$ cat config.mk
export PLATFORM = sky130hd
export DESIGN_NAME = postif_fetch
export DESIGN_NICKNAME = d
export VERILOG_FILES = /design/src/rtl/cpu_defs.sv /design/src/rtl/postif_fetch.sv
export SDC_FILE = /design/constraint.sdc
export NUM_CORES = 1
export LEC_CHECK = 0
export BUFFER_PORTS_ARGS = -buffer_cell sky130_fd_sc_hd__buf_4
export CORE_ASPECT_RATIO = 2
export CORE_MARGIN = 2
export CORE_UTILIZATION = 28
export CTS_CLUSTER_SIZE = 10
export DETAILED_ROUTE_END_ITERATION = 10
export PLACE_DENSITY = 0.68
export SLEW_MARGIN = 10
export SYNTH_ARGS = -nofsm -noshare
export SYNTH_HDL_FRONTEND = slang
export SYNTH_SLANG_ARGS = --single-unit
$ cat constraint.sdc
create_clock -name clock_i -period 2.09 [get_ports clock_i]
set_input_delay 0.418 -clock clock_i [delete_from_list [all_inputs] [get_ports clock_i]]
set_output_delay 0.418 -clock clock_i [all_outputs]
set_load 0.05 [all_outputs]
$ cat src/rtl/cpu_defs.sv
// Shared CPU definitions: exception flag bits, stall encoding and fetch FSM states.
// Pure declarations, no logic.
// Imported by every pipeline stage.
package cpu_defs;

    localparam logic [31:0] EXC_INT     = 32'h0000_0001;
    localparam logic [31:0] EXC_ADEL_IF = 32'h0000_0010;
    localparam logic [31:0] EXC_ADEL    = 32'h0000_0020;
    localparam logic [31:0] EXC_ADES    = 32'h0000_0040;
    localparam logic [31:0] EXC_SYSCALL = 32'h0000_0100;
    localparam logic [31:0] EXC_BREAK   = 32'h0000_0200;
    localparam logic [31:0] EXC_RI      = 32'h0000_0400;
    localparam logic [31:0] EXC_OV      = 32'h0000_0800;
    localparam logic [31:0] EXC_ERET    = 32'h0000_4000;

    localparam logic [3:0]  STALL_NONE  = 4'b0000;

    typedef enum logic [2:0] {
        FETCH_IDLE   = 3'd0,
        FETCH_REQ    = 3'd1,
        FETCH_WAIT   = 3'd2,
        FETCH_HOLD   = 3'd3,
        FETCH_CANCEL = 3'd4
    } fetch_state_e;

endpackage

$ cat src/rtl/postif_fetch.sv
// Post-IF fetch: issues one PC on the instruction bus and hands the word (or AdEL) to postif_id.
// Latency: data is presented to ID in the same cycle as inst_data_ok_i; misaligned PCs one cycle after acceptance.
// Backpressure: stall_i holds the result in HOLD; if_ready_o stays low until the result transfers.
module postif_fetch
    import cpu_defs::*;
#(
    parameter logic [31:0] RESET_PC = 32'h0000_0000,
    parameter logic [31:0] NOP_INST = 32'h0000_0000
) (
    input  logic        clock_i,
    input  logic        reset_i,
    input  logic [31:0] if_pc_i,
    input  logic        if_valid_i,
    output logic        if_ready_o,
    output logic        inst_req_o,
    output logic [31:0] inst_addr_o,
    input  logic        inst_addr_ok_i,
    input  logic        inst_data_ok_i,
    input  logic [31:0] inst_rdata_i,
    input  logic [3:0]  stall_i,
    input  logic        exception_i,
    output logic        postif_valid_o,
    output logic [31:0] postif_pc_o,
    output logic [31:0] postif_inst_o,
    output logic [31:0] postif_exception_type_o,
    output logic        stallreq_o
);

    fetch_state_e state, state_nxt;
    logic [31:0]  pc_r, pc_nxt;
    logic [31:0]  inst_r, inst_nxt;
    logic [31:0]  exc_r, exc_nxt;

    logic         data_vld;
    logic         transfer;
    logic         accept;
    logic         take_pc;

    // Raw validity before the flush mask; WAIT bypasses bus data straight to ID.
    assign data_vld       = (state == FETCH_HOLD) || ((state == FETCH_WAIT) && inst_data_ok_i);
    assign postif_valid_o = data_vld && !exception_i;
    assign transfer       = postif_valid_o && (stall_i == STALL_NONE);
    assign if_ready_o     = !exception_i && ((state == FETCH_IDLE) || transfer);
    assign accept         = if_valid_i && if_ready_o;
    assign stallreq_o     = !postif_valid_o && !exception_i;

    assign inst_req_o     = (state == FETCH_REQ);
    assign inst_addr_o    = pc_r;

    always_comb begin
        postif_pc_o             = RESET_PC;
        postif_inst_o           = NOP_INST;
        postif_exception_type_o = 32'h0000_0000;
        if (postif_valid_o) begin
            postif_pc_o             = pc_r;
            postif_inst_o           = (state == FETCH_WAIT) ? inst_rdata_i : inst_r;
            postif_exception_type_o = exc_r;
        end
    end

    always_comb begin
        state_nxt = state;
        pc_nxt    = pc_r;
        inst_nxt  = inst_r;
        exc_nxt   = exc_r;
        take_pc   = 1'b0;
        case (state)
            FETCH_IDLE: begin
                take_pc = accept;
            end
            FETCH_REQ: begin
                if (exception_i) begin
                    state_nxt = inst_addr_ok_i ? FETCH_CANCEL : FETCH_IDLE;
                end else if (inst_addr_ok_i) begin
                    state_nxt = FETCH_WAIT;
                end
            end
            FETCH_WAIT: begin
                if (exception_i) begin
                    state_nxt = inst_data_ok_i ? FETCH_IDLE : FETCH_CANCEL;
                end else if (inst_data_ok_i) begin
                    if (transfer) begin
                        state_nxt = FETCH_IDLE;
                        take_pc   = accept;
                    end else begin
                        inst_nxt  = inst_rdata_i;
                        state_nxt = FETCH_HOLD;
                    end
                end
            end
            FETCH_HOLD: begin
                if (exception_i) begin
                    state_nxt = FETCH_IDLE;
                end else if (transfer) begin
                    state_nxt = FETCH_IDLE;
                    take_pc   = accept;
                end
            end
            FETCH_CANCEL: begin
                // The orphaned response must be absorbed before a new request can go out.
                if (inst_data_ok_i) begin
                    state_nxt = FETCH_IDLE;
                end
            end
            default: begin
                state_nxt = FETCH_IDLE;
            end
        endcase

        if (take_pc) begin
            pc_nxt = if_pc_i;
            if (if_pc_i[1:0] != 2'b00) begin
                exc_nxt   = EXC_ADEL_IF;
                inst_nxt  = NOP_INST;
                state_nxt = FETCH_HOLD;
            end else begin
                exc_nxt   = 32'h0000_0000;
                state_nxt = FETCH_REQ;
            end
        end
    end

    always_ff @(posedge clock_i) begin
        if (reset_i) begin
            state  <= FETCH_IDLE;
            pc_r   <= 32'h0000_0000;
            inst_r <= 32'h0000_0000;
            exc_r  <= 32'h0000_0000;
        end else begin
            state  <= state_nxt;
            pc_r   <= pc_nxt;
            inst_r <= inst_nxt;
            exc_r  <= exc_nxt;
        end
    end

endmodule

==> flow_summary.toml, run 1 <==
[logic_synthesis]
synthArstFlopShare_pct = 0
postSynthAreaPerCell_sq_um = 7.46
ys_seq_elements = 68
synth_area_leader_cell = "dfxtp_1"
yosysMostFrequentCell = "nand2_1"
synth_cells = 469
seq_area_frac_synth_pct = 38.9
synth_warnings = 0
synth.area.top_cells = "dfxtp_1 39%, nand2_1 14%, mux2i_1 9.4%"
synth.top_cell.area_share_pct = 38.9
synth-edff-count = 0
synth.distinct_cells = 32
synth_area_sq_mm = 0.00350
ys.flop_type = "dfxtp_1"
yosys-top-cells-count = "130 x nand2_1, 68 x dfxtp_1, 65 x a21oi_1"

[die]
ios = 206
die_h_um = 162
die_w_um = 83.0
coreArea_sq_mm = 0.0122
initial_core_util_pct = 28.7
rows = 57
dieArea_sq_mm = 0.0135

[place]
dp.cells = 777
dp_hpwl_um = 8150
gp_congestion = 0.806
port_buffers = 174

[clock_network]
cts.clk_slew.worst_paths_ps = 60
cts-htree-levels = 3
cts_root_buffer = "clkbuf_16"
clkLatencyLatePin_ps = 320
cts_tree = "done"
cts_sinks = 68
numCtsBuffers = 9
cts.path.max_buffers = 2

[drt]
wl_per_cell_um = 15.0
wl_um = 12000
vias = 3740
drt_pre_antenna_iters = 4
drt_iter0_drc = 91
viasPerCell = 4.67
postRouteAntennaNets = 0
drc = 0

[grt]
grt.overflow.total = 0
grt_pass1_wl_um = 19100
antenna_found_initial = 0
grt_use_total_pct = 17.6
grt_pass1_vias = 3874
grt_max_degree = 35

[critical_path]
critPathMaxFanout = 15
crit_path_end_kind = "output port"
r2r_cells = 8
crit_type = "reg -> out"
start_kind = "flop"
regToRegStartpoint = "state[2]"
worstReg2RegEnd = "inst_addr_o[29]"
cp.arrival_ps = 1840
r2r_setup_slack_ps = 180
crit_required_ps = 1670
critPathLaunch = "state[2]"

[sta]
period_share_pct = 108
timing.fmax_mhz = 443
drv_slew = 0
setup_ws_ps = -166
period_needed_ps = 2260
setup_viol = 66
holdWs_ps = 321
rsz0062_at_grt = "yes"
skew_ps = 4.58
hold_viol_final = 0

[layout]
layoutNonFillerInstCount = 801
layout.nets = 724
drive_above_1_share_pct = 45.9
diodes = 0
syn_to_final_growth_pct = 82.3

[min_path]
hold_path.class = "in -> reg"
hold_start = "if_pc_i[18]"
min_path_cells = 3
min_to = "inst_addr_o[18]"

[power_and_ir_drop]
leakage_nw = 2.73
power.density_mw_per_mm2 = 917
ir_drop_mv = 0.637

[run_status]
status = "finished, violations left"
violations = "negative setup slack"

[job]
drv_cap = 0
registers in the layout (all words and copies together), names as in the netlist:
name,count
inst_r,32
inst_addr_o,32
exc_r,1
state,3
cells by family after synthesis:
group	after synthesis	synth area share [%]
flops	68	38.9
simple gates	221	27.8
buf+inv	69	11.6
other cells	1	0.107
compound gates	77	12.2
mux	33	9.44
per-stage QoR:
step	utilization, %	setup WS [ps]	total power, W	TNS (ps)	area [sq um]
6_report	52.3	-166	0.00585	-9590	6380
5_1_grt	52.3	-223	0.00615	-13320	6380
4_1_cts	51.8	-209	0.00586	-11930	6310
3_3_place_gp	44.3	-117	0.00393	-2920	5410
2_1_floorplan	-	-109	0.00337	-990	4160
3_5_place_dp	44.3	-132	0.00399	-5650	5410
metal layers:
layer	routed length [um]	up-vias	GRT usage (%)
met5	0	-	0
met4	316	0	7.38
met3	722	21	4.07
met2	6820	162	34.8
met1	4130	1743	17.0
li1	-	1814	-
cell type report:
type	instances	area, sq um
Clock buffer	9	225
Clock inverter	6	88.8
Fill cell	1087	5820
Inverter	3	37.5
Tap cell	147	184
Multi-Input combinational cell	362	2330
Sequential cell	68	1360
Timing Repair Buffer	206	2140
timing repair:
item	4_1_cts	5_1_grt
setup endpoints to repair	67	133
cloned	5	0
hold buffers	0	0
pin swaps	7	3
buffers inserted	5	1
gates resized for setup	123	12
power by group:
group / switching [W] / internal (W)
Combinational: 0.00172 / 0.000983
Sequential: 0.000107 / 0.00144
Clock: 0.000559 / 0.00104
Total: 0.00239 / 0.00346
cells in the final DEF (no fill, tap or decap), types with 9 or more instances in the layout:
cell	instances
clkbuf_16	9
buf_8	35
a21oi_1	33
mux2i_1	33
buf_4	122
a21oi_4	32
buf_6	36
nor2_1	40
conb_1	31
nand2_1	130
and2_4	32
dfxtp_1	66
how the worst max path moves through the flow:
stage	depth (start not counted)	end	slack (ps)
after floorplan	7	postif_pc_o[0]	-110
after global placement	6	if_ready_o	-120
after global routing	7	postif_pc_o[24]	-220
final	6	postif_inst_o[26]	-170
after CTS	7	postif_pc_o[4]	-210
after detailed placement	7	inst_addr_o[9]	-130
worst max-delay path, stage by stage, from the launching register on:
cell      delay, ps
dfxtp_2         320
nand2b_4        140
or3_4           400
buf_12          160
buf_12          160
a21oi_4         140
buf_6           170
Note: power is estimated with default switching activity, not from simulation.
==> run 2, diff against run 1 <==
- RECOVER_POWER: default -> 25
==> run 2 against run 1 <==
Against the previous run:
- the run still ends with negative setup slack left
- largest cell class unchanged
- clock skew about the same
- core utilization down 0.74 points
- die area unchanged
- combinational power down 2%
- wire length down 0.48%
- sequential share of layout area up 0.31 points
- first-iteration DRC count up 22%
- critical path type unchanged
- non-clock buffer count unchanged
- final cell count unchanged
- count of clock-buffer cells in the layout unchanged
==> flow_summary.toml, run 2 (synthesis gave the netlist of run 1 again) <==
[run_status]
status = "finished, violations left"
violations = "negative setup slack"

[place]
placed_area_sq_mm = 0.00541
dp.cells = 777
port_buffers = 174
dp_hpwl_um = 8150
gp_congestion = 0.806

[layout]
layoutNonFillerInstCount = 801
layout.nets = 724
diodes = 0
fillers = 1114
seq_area_sq_mm = 0.00136
layout_common_cells = "130 x nand2_1, 98 x buf_4, 66 x dfxtp_1"
final_cell_area_sq_mm = 0.00629
multi_input_area_sq_mm = 0.00233
syn_to_final_growth_pct = 79.7
drive_above_1_share_pct = 42.2
layout_commonest_cell = "nand2_1"

[die]
rows = 57
die_w_um = 83.0
coreArea_sq_mm = 0.0122
initial_core_util_pct = 28.7
dieArea_sq_mm = 0.0135
die_h_um = 162
ios = 206

[sta]
holdWs_ps = 321
period_share_pct = 108
tightestPinTransition_ps = 631
period_needed_ps = 2250
timing.fmax_mhz = 444
setup_ws_ps = -164
hold_viol_final = 0
drv_slew = 0
fin_tns_setup_ps = -9410
maxSlewHeadroom_pct = 58.1
rsz0062_at_grt = "yes"
setup_viol = 66
skew_ps = 4.63

[critical_path]
cp.arrival_ps = 1840
crit_type = "reg -> out"
crit_required_ps = 1670
crit_path_end_kind = "output port"
start_kind = "flop"
critPathMaxFanout = 15

[grt]
grt_use_total_pct = 17.6
grt_pass1_vias = 3874
grt.overflow.total = 0
antenna_found_initial = 0
grt_pass1_wl_um = 19100
grt_max_degree = 35

[clock_network]
cts.clk_slew.worst_paths_ps = 60
cts.path.max_buffers = 2
cts-htree-levels = 3
numCtsBuffers = 9
cts_root_buffer = "clkbuf_16"
clkLatencyLatePin_ps = 330
cts_tree = "done"
cts_sinks = 68

[drt]
drt_iter0_drc = 111
drt_pre_antenna_iters = 4
wl_per_cell_um = 14.9
vias = 3735
postRouteAntennaNets = 0
drc = 0
viasPerCell = 4.66
wl_um = 11900

[job]
drv_cap = 0

[min_path]
hold_path.class = "in -> reg"

[power_and_ir_drop]
leakage_nw = 2.63
ir_drop_mv = 0.623
power.density_mw_per_mm2 = 921
[run 2: power breakdown]
| part | leakage [nW] | switching, W | internal (W) |
|---|---|---|---|
| Clock | 0.148 | 0.000557 | 0.00104 |
| Sequential | 0.552 | 0.000104 | 0.00144 |
| Combinational | 1.93 | 0.00172 | 0.000931 |
[run 2: metrics by stage]
stage	worst slack [ps]	total power, W	util (%)
final	-164	0.00579	51.6
after global routing	-223	0.00610	51.6
after CTS	-209	0.00586	51.8
after detailed placement	-132	0.00399	44.3
after global placement	-117	0.00393	44.3
after floorplan	-109	0.00337	-
[run 2: worst paths after layout]
kind,end,from,slack [ps],cells past startpoint
worst max-delay path,postif_inst_o[26],state[2],-160,6
worst max register to register,inst_addr_o[29],state[2],180,8
worst min-delay path,inst_addr_o[18],if_pc_i[18],320,3
worst min register to register,inst_r[4],inst_r[4],450,2
[run 2: final cells by class]
cell class | count | area share, %
Clock inverter | 6 | 1.41
Clock buffer | 9 | 3.58
Inverter | 3 | 0.597
Sequential cell | 68 | 21.7
Tap cell | 147 | 2.93
Timing Repair Buffer | 206 | 32.7
Multi-Input combinational cell | 362 | 37.1
[run 2: timing repair]
item	in CTS	in global routing
gates cloned	5	0
pin swaps	7	3
hold buffers	0	0
gates resized for setup	123	12
endpoints found under the setup margin	67	133
buffers inserted	5	1
[run 2: worst max-delay path: stages, from the launching register on]
cell and delay, ps:
dfxtp_2 320, nand2b_4 140, or3_4 390, buf_12 160, buf_12 160, a21oi_4 140
buf_6 170
[run 2: per-layer routing]
layer  vias to the layer above  GRT usage [%]  share of wire (%)
met2                       160           34.8                 57
met5                         -              0                  0
met1                      1740           17.0                 34
met3                        21           4.07                5.8
li1                       1814              -                  -
met4                         0           7.38                2.6
==> run 3, diff against run 2 <==
- CTS_BUF_LIST: default -> sky130_fd_sc_hd__clkbuf_8
- SKIP_LAST_GASP: default -> 1
==> run 3 against run 2 <==
Against the previous run:
- the flow still finishes with violations (negative setup slack)
- power is 7.5% lower
- non-clock buffer count stayed put
- worst setup slack got worse by 21 ps
- clock power decreased by 26%
- core utilization decreased by 0.88 points
- register-to-register slack barely moved
- clock skew up 3.1 ps
- via count is essentially flat
- global-route usage down 0.074 points
- maximum frequency is 0.91% lower
- largest power group unchanged
==> flow_summary.toml, run 3 (synthesis gave the netlist of run 1 again) <==
[sta]
tightestPinTransition_ps = 630
rsz0062_at_grt = "yes"
timing.fmax_mhz = 440
hold_viol_final = 0
setup_ws_ps = -185
period_needed_ps = 2270
drv_slew = 0
setup_viol = 66
period_share_pct = 109
maxSlewHeadroom_pct = 58.2
fin_tns_setup_ps = -10930
skew_ps = 7.71

[layout]
diodes = 0
syn_to_final_growth_pct = 76.6
layout.nets = 724
fillers = 1120
final_cell_area_sq_mm = 0.00618
layout_common_cells = "130 x nand2_1, 99 x buf_4, 66 x dfxtp_1"
final_util_pct = 50.7
layout_commonest_cell = "nand2_1"
drive_above_1_share_pct = 42.4

[power_and_ir_drop]
leakage_nw = 2.58
report.power.total_w = 0.00536
power_frac_clock_pct = 22.0
ir_drop_mv = 0.623
power.share.switching_pct = 43.5
power.density_mw_per_mm2 = 867
p_sw_w = 0.00233
comb_power_share_pct = 49.2
intPower_w = 0.00303
seqPwrFrac_pct = 28.8

[drt]
postRouteAntennaNets = 0
drt_pre_antenna_iters = 4
wl_um = 11900
wl_per_cell_um = 14.8
drc = 0
viasPerCell = 4.66
vias = 3734
drt_iter0_drc = 96

[place]
port_buffers = 174
placed_area_sq_mm = 0.00541
place_ws_ps = -132
dp_hpwl_um = 8150
gp_congestion = 0.806

[run_status]
violations = "negative setup slack"
status = "finished, violations left"

[grt]
grt_pass1_wl_um = 19000
grt_use_total_pct = 17.5
antenna_found_initial = 0
grt.overflow.total = 0
grt_pass1_vias = 3872
grt_max_degree = 35

[die]
die_w_um = 83.0
ios = 206
rows = 57
dieArea_sq_mm = 0.0135
coreArea_sq_mm = 0.0122
initial_core_util_pct = 28.7
die_h_um = 162

[critical_path]
crit_required_ps = 1670
start_kind = "flop"
crit_type = "reg -> out"
crit_path_end_kind = "output port"
critPathMaxFanout = 15
cp.arrival_ps = 1860

[clock_network]
cts-htree-levels = 3
cts_sinks = 68
numCtsBuffers = 9
cts_root_buffer = "clkbuf_8"
cts.clk_slew.worst_paths_ps = 80
clkLatencyLatePin_ps = 340
cts.path.max_buffers = 2
cts_tree = "done"

[job]
drv_cap = 0

[min_path]
hold_path.class = "in -> reg"
run 3: changes by cell type in the layout (fill, tap and decap cells not counted):
cell,change
buf_12,-1
clkbuf_8,+9
buf_4,+1
nor4_2,+1
clkbuf_16,-9
nor4_1,-1
run 3: repair_timing:
item | CTS | global route
endpoints found under the setup margin | 67 | 88
hold endpoints to repair | 0 | 0
pin swaps | 4 | 4
gates resized for setup | 119 | 14
buffers inserted | 5 | 1
gates cloned | 5 | 0
hold buffers | 0 | 0
run 3: path summary, 6_finish.rpt:
kind          startpoint           endpoint  slack [ps]  cells past startpoint
max             state[2]  postif_inst_o[26]        -180                      6
min          if_pc_i[26]    inst_addr_o[26]         300                      3
max reg2reg     state[2]    inst_addr_o[20]         180                      8
min reg2reg   inst_r[31]         inst_r[31]         450                      2
run 3: power by group through the flow:
stage	clock, W	combinational, W	sequential, W
2_1_floorplan	0	0.00153	0.00184
6_report	0.00118	0.00264	0.00154
3_3_place_gp	0	0.00237	0.00156
3_5_place_dp	0	0.00242	0.00156
4_1_cts	0.00123	0.00266	0.00154
5_1_grt	0.00128	0.00282	0.00156
run 3: cell type report:
class | count | area (sq um) | area share [%]
clock buffers | 9 | 124 | 2.00
clock inverters | 6 | 88.8 | 1.44
inverters | 3 | 37.5 | 0.607
multi-input cells | 362 | 2340 | 37.9
flip-flops and latches | 68 | 1360 | 22.1
well taps | 147 | 184 | 2.98
repair buffers | 206 | 2040 | 33.0
run 3: metal layers:
layer	routed length (um)	global-route usage (%)	part of all wire [%]	up-vias
met2	6850	35.0	58	156
met4	247	6.93	2.1	0
met5	0	0	0	-
li1	-	-	-	1808
met1	4110	16.8	35	1752
met3	671	4.01	5.6	18
run 3: stage by stage:
step                      hold slack, ps  std cells
after floorplan                      437        499
after global placement               442        777
after detailed placement             447        777
after CTS                            276        800
after global routing                 289        801
final                                300        801
run 3: critical path, cell delays in order, from the launching register on:
cell	delay, ps
dfxtp_2	320
nand2b_4	140
or3_4	390
buf_12	160
buf_12	160
a21oi_4	140
buf_6	170
